File: config.mk
export PLATFORM = sky130hd
export DESIGN_NAME = sbus_arbiter_flat
export DESIGN_NICKNAME = d
export VERILOG_FILES = /design/src/rtl/sbus_arbiter_if.sv /design/src/rtl/sbus_arbiter.sv /design/src/flat_wrapper.sv
export SDC_FILE = /design/constraint.sdc
export NUM_CORES = 1
export LEC_CHECK = 0
export CAP_MARGIN = 40
export CORE_AREA = 3 3 117 119
export CTS_CLUSTER_SIZE = 12
export DETAILED_ROUTE_END_ITERATION = 8
export DIE_AREA = 0 0 120 122
export PLACE_DENSITY = 0.73
export SETUP_SLACK_MARGIN = 0.2
export SYNTH_ARGS = -nofsm -noshare
export SYNTH_HDL_FRONTEND = slang
export SYNTH_SLANG_ARGS = --single-unit
File: constraint.sdc
create_clock -name clk -period 1.6 [get_ports clk]
set_input_delay 0.4 -clock clk [delete_from_list [all_inputs] [get_ports clk]]
set_output_delay 0.4 -clock clk [all_outputs]
set_load 0.01 [all_outputs]
File: src/rtl/sbus_arbiter_if.sv
// sbus memory-port interface: a requester drives en/we/size/addr/data_w,
// and the responder returns data_r/stall.
interface sbus;
  logic        en;
  logic        we;
  logic [1:0]  size;
  logic [31:0] addr;
  logic [31:0] data_w;
  logic [31:0] data_r;
  logic        stall;

  modport master (output en, we, size, addr, data_w, input data_r, stall);
  modport slave  (input en, we, size, addr, data_w, output data_r, stall);
endinterface

File: src/rtl/sbus_arbiter.sv
// Two-to-one sbus arbiter: dbus has priority, and a stalled transaction keeps its grant.
// Optional fetch starvation guard enabled by `define SBUS_ARB_STARVE_GUARD_EN.
module sbus_arbiter #(
  parameter int unsigned STARVE_LIMIT = 4
) (
  input  logic clk,
  input  logic resetn,
  sbus.slave   ibus,
  sbus.slave   dbus,
  sbus.master  mbus
);

  typedef enum logic [1:0] {IDLE, LOCK_I, LOCK_D} state_t;

  state_t state, state_nxt;
  logic   sel_i, sel_d;
  logic   tripped;
  logic   i_done, d_done;

  assign i_done = sel_i & ~mbus.stall;
  assign d_done = sel_d & ~mbus.stall;

`ifdef SBUS_ARB_STARVE_GUARD_EN
  localparam logic [3:0] LIMIT = 4'(STARVE_LIMIT);
  logic [3:0] starve_cnt;

  // Counts dbus completions that fetch had to wait through.
  always_ff @(posedge clk) begin
    if (!resetn)                 starve_cnt <= '0;
    else if (!ibus.en || i_done) starve_cnt <= '0;
    else if (d_done && starve_cnt != LIMIT)
      starve_cnt <= starve_cnt + 4'd1;
  end

  assign tripped = (starve_cnt == LIMIT);
`else
  assign tripped = 1'b0;
`endif

  always_ff @(posedge clk) begin
    if (!resetn) state <= IDLE;
    else         state <= state_nxt;
  end

  always_comb begin
    sel_i     = 1'b0;
    sel_d     = 1'b0;
    state_nxt = IDLE;
    case (state)
      IDLE: begin
        if (dbus.en && !(ibus.en && tripped)) sel_d = 1'b1;
        else if (ibus.en)                     sel_i = 1'b1;
      end
      LOCK_I:  sel_i = ibus.en;
      LOCK_D:  sel_d = dbus.en;
      default: ;
    endcase
    // Reset masks any grant so mbus goes quiet and both masters see stall=en.
    if (!resetn) begin
      sel_i = 1'b0;
      sel_d = 1'b0;
    end
    // Owner dropping en (abort) or completing falls back to IDLE.
    if (sel_i && mbus.stall)      state_nxt = LOCK_I;
    else if (sel_d && mbus.stall) state_nxt = LOCK_D;
  end

  assign mbus.en     = sel_i | sel_d;
  assign mbus.we     = (sel_i & ibus.we) | (sel_d & dbus.we);
  assign mbus.size   = sel_i ? ibus.size   : sel_d ? dbus.size   : 2'b0;
  assign mbus.addr   = sel_i ? ibus.addr   : sel_d ? dbus.addr   : 32'b0;
  assign mbus.data_w = sel_i ? ibus.data_w : sel_d ? dbus.data_w : 32'b0;

  // Non-owners see stall=en: waiting requesters hold, idle ones stay free.
  assign ibus.stall  = sel_i ? mbus.stall  : ibus.en;
  assign dbus.stall  = sel_d ? mbus.stall  : dbus.en;
  assign ibus.data_r = sel_i ? mbus.data_r : 32'b0;
  assign dbus.data_r = sel_d ? mbus.data_r : 32'b0;

endmodule

File: src/flat_wrapper.sv
// flat-port wrapper written by rule: the top's interface ports become plain ports
module sbus_arbiter_flat 
#(
  parameter int unsigned STARVE_LIMIT = 4
)
  (clk, resetn, ibus_en, ibus_we, ibus_size, ibus_addr, ibus_data_w, ibus_data_r, ibus_stall, dbus_en, dbus_we, dbus_size, dbus_addr, dbus_data_w, dbus_data_r, dbus_stall, mbus_en, mbus_we, mbus_size, mbus_addr, mbus_data_w, mbus_data_r, mbus_stall);
  sbus ibus_i ();
  sbus dbus_i ();
  sbus mbus_i ();
  input  logic clk;
  input  logic resetn;
  input wire logic [$bits(ibus_i.en)-1:0] ibus_en;
  input wire logic [$bits(ibus_i.we)-1:0] ibus_we;
  input wire logic [$bits(ibus_i.size)-1:0] ibus_size;
  input wire logic [$bits(ibus_i.addr)-1:0] ibus_addr;
  input wire logic [$bits(ibus_i.data_w)-1:0] ibus_data_w;
  output wire logic [$bits(ibus_i.data_r)-1:0] ibus_data_r;
  output wire logic [$bits(ibus_i.stall)-1:0] ibus_stall;
  input wire logic [$bits(dbus_i.en)-1:0] dbus_en;
  input wire logic [$bits(dbus_i.we)-1:0] dbus_we;
  input wire logic [$bits(dbus_i.size)-1:0] dbus_size;
  input wire logic [$bits(dbus_i.addr)-1:0] dbus_addr;
  input wire logic [$bits(dbus_i.data_w)-1:0] dbus_data_w;
  output wire logic [$bits(dbus_i.data_r)-1:0] dbus_data_r;
  output wire logic [$bits(dbus_i.stall)-1:0] dbus_stall;
  output wire logic [$bits(mbus_i.en)-1:0] mbus_en;
  output wire logic [$bits(mbus_i.we)-1:0] mbus_we;
  output wire logic [$bits(mbus_i.size)-1:0] mbus_size;
  output wire logic [$bits(mbus_i.addr)-1:0] mbus_addr;
  output wire logic [$bits(mbus_i.data_w)-1:0] mbus_data_w;
  input wire logic [$bits(mbus_i.data_r)-1:0] mbus_data_r;
  input wire logic [$bits(mbus_i.stall)-1:0] mbus_stall;
  assign ibus_i.en = ibus_en;
  assign ibus_i.we = ibus_we;
  assign ibus_i.size = ibus_size;
  assign ibus_i.addr = ibus_addr;
  assign ibus_i.data_w = ibus_data_w;
  assign ibus_data_r = ibus_i.data_r;
  assign ibus_stall = ibus_i.stall;
  assign dbus_i.en = dbus_en;
  assign dbus_i.we = dbus_we;
  assign dbus_i.size = dbus_size;
  assign dbus_i.addr = dbus_addr;
  assign dbus_i.data_w = dbus_data_w;
  assign dbus_data_r = dbus_i.data_r;
  assign dbus_stall = dbus_i.stall;
  assign mbus_en = mbus_i.en;
  assign mbus_we = mbus_i.we;
  assign mbus_size = mbus_i.size;
  assign mbus_addr = mbus_i.addr;
  assign mbus_data_w = mbus_i.data_w;
  assign mbus_i.data_r = mbus_data_r;
  assign mbus_i.stall = mbus_stall;
  sbus_arbiter #(.STARVE_LIMIT(STARVE_LIMIT)) u_core (.clk(clk), .resetn(resetn), .ibus(ibus_i), .dbus(dbus_i), .mbus(mbus_i));
endmodule
==> impl_metrics.yaml <==
power:
  switching_power_mw: 1.09
  power_density_nw_per_um2: 332
  comb_power_share_pct: 85.2
  p_sw_share_pct: 37.8
  seqPwrFrac_pct: 1.8
  leakagePower_nw: 3.63
  ir_worst_vdd_mv: 0.289
  pwr-share-clk_pct: 13.0
  internal_power_mw: 1.80
timing:
  fin_tns_setup_ns: -40.26
  max_clock_freq_ghz: 0.485
  fin_crit_sh_pct: 129
  skew_ns: 0.00363
  rsz0062_at_grt: "true"
  setup_viol_count_final: 134
  maxSlewViolCount: 0
  period_needed_ns: 2.06
  holdWs_ns: 0.515
  hold_violations: 0
  relSlewSlack_pct: 82.4
  tightest_slew_ns: 0.264
  setup_ws_ns: -0.463
clock_network:
  cts_buffers: 3
  cts_buffer_depth: 2
  clock-root-buffer: "clkbuf_16"
  cts_num_sinks: 2
  postCtsHoldBufs: 0
  htreeDepth: 1
  clk_latency_ns: 0.22
  cts_tree: "built"
  cts.clk_slew.worst_paths_ns: 0.03
global_route:
  antenna_found_initial: 0
  grt_pass1_wl_um: 25300
  grt_start_max_net_pins: 45
  grt_overflow_total: 0
  grt_pass1_vias: 4567
  grt_usage_pct: 21.4
placed_design:
  finalWeightedCongestion: 0.856
  place_inst: 791
  hpwlAfterDp_um: 12300
  port-buffer-count: 304
drt:
  dr.pass1.iters: 4
  wl_per_cell_um: 21.2
  wl_um: 19500
  drc: 0
  via_per_inst: 5.14
  vias: 4726
  ant_nets: 0
  dr.first_iter.drc_count: 221
floorplan:
  fp.dieW_um: 120
  core-area_um2: 12700
  dieArea_um2: 14600
  die_height_um: 122
  start_util_pct: 19.7
  floorplan.rows: 41
  ioPinCount: 305
outcome:
  status: "complete, but fails checks"
  violations: "negative setup slack"
layout:
  n_antenna_cell: 0
  reg.largest.list: "u_core.state (2)"
  instances_no_fill: 919
  final_util_pct: 68.6
  final_common_cell: "clkdlybuf4s50_1"
  seq_area_um2: 45.0
  drive_above_1_share_pct: 60.0
  multi_input_area_um2: 3450
  area_growth_pct: 249
  fill_cells: 961
  layout.nets: 920
  largest-register: "u_core.state"
  final_cell_mix: "clkdlybuf4s50_1, buf_2, buf_6, nand4b_1, o31ai_4"
  largest_reg_flops: 2
synthesis:
  ys_ff_latch: 2
  seq_area_frac_synth_pct: 1.61
  syn_area_per_cell_um2: 7.35
  ys_warn_count: 0
  synth_nets: 510
  ys_types: 18
  synthCells: 339
  syn-cell-area_um2: 2490
setup_path:
  reg2regPathDepth: 5
  worstSetupPathType: "in -> out"
  cp.arrival_ns: 1.66
  cp.required_ns: 1.20
  critPathMaxFanout: 8
  crit_path_end_kind: "output pin"
  start_kind: "primary input"
worst_hold_path:
  min_path_type: "in -> reg"
  whs_path_depth: 3
flow_run:
  maxCapViolations: 0
-- path summary, 6_finish.rpt --
check	end	slack (ns)	from
setup / recovery	ibus_data_r[23]	-0.46	dbus_en
hold / removal	u_core.state[0]	0.51	ibus_en
setup reg to reg	u_core.state[0]	0.39	u_core.state[1]
hold reg to reg	u_core.state[0]	0.95	u_core.state[1]
-- cell type report --
type                       instances  area share (%)
timing repair buffer             468            56.4
multi-input combinational        273            39.6
sequential                         2           0.518
tap                              172            2.47
clock buffer                       3           0.863
inverter                           1           0.101
-- stage by stage --
step | total power [mW] | setup WS, ns | cell area (um2)
after floorplan | 0.996 | -0.0576 | 3710
after global placement | 1.91 | -0.619 | 7040
after detailed placement | 1.94 | -0.673 | 7040
after CTS | 2.47 | -0.596 | 7480
after global routing | 3.01 | -0.501 | 8700
final | 2.89 | -0.463 | 8700
-- timing repair --
action | 4_1_cts | 5_1_grt
pin swaps | 5 | 39
endpoints found under the hold margin | 0 | 0
endpoints found under the setup margin | 134 | 134
buffers inserted | 37 | 72
resized for setup | 463 | 277
gates cloned | 7 | 9
-- power by group through the flow --
| stage | Clock, mW | Sequential (mW) | Combinational [mW] |
|---|---|---|---|
| finish | 0.377 | 0.0524 | 2.46 |
| global route | 0.388 | 0.0526 | 2.57 |
| CTS | 0.374 | 0.0527 | 2.04 |
| detailed placement | 0 | 0.0542 | 1.88 |
| global placement | 0 | 0.0542 | 1.86 |
| floorplan | 0 | 0.0538 | 0.942 |
-- critical path: stages --
cell and delay, ns:
buf_8 0.10, nor2b_4 0.14, buf_12 0.15, buf_12 0.13
buf_16 0.12, buf_6 0.11, buf_6 0.12, nor4b_4 0.22
buf_2 0.17
-- metal layers --
layer  track usage, %  part of all wire, %  up-vias
met5                0                    0        -
met4             4.51                  3.1        0
met3             4.69                  7.5       46
met2             40.3                   54      238
met1             24.7                   35     2283
li1                 -                    -     2159
-- kinds of logic (layout without fill, tap and decap cells) --
group | after synthesis | in the layout | share of synthesized area [%]
compound gates | 69 | 69 | 30.9
buf+inv | 64 | 472 | 12.8
flops | 2 | 2 | 1.61
mux | 1 | 1 | 0.452
simple gates | 203 | 203 | 54.3
-- synth_stat cells --
cell type | instances | area [um2]
buf_4 | 1 | 7.51
nand3b_1 | 1 | 7.51
nor4b_1 | 33 | 289
mux2_2 | 1 | 11.3
o31a_1 | 1 | 8.76
nand2b_1 | 1 | 6.26
buf_1 | 4 | 15.0
buf_6 | 8 | 90.1
clkbuf_1 | 39 | 146
buf_2 | 11 | 55.1
o31ai_2 | 50 | 626
and3_1 | 33 | 206
nand2_1 | 67 | 251
nand4b_1 | 67 | 587
nor2b_1 | 1 | 6.26
dfxtp_1 | 2 | 40.0
o31ai_1 | 18 | 135
clkinv_1 | 1 | 3.75
No activity file was read; power rests on OpenSTA's default activity.
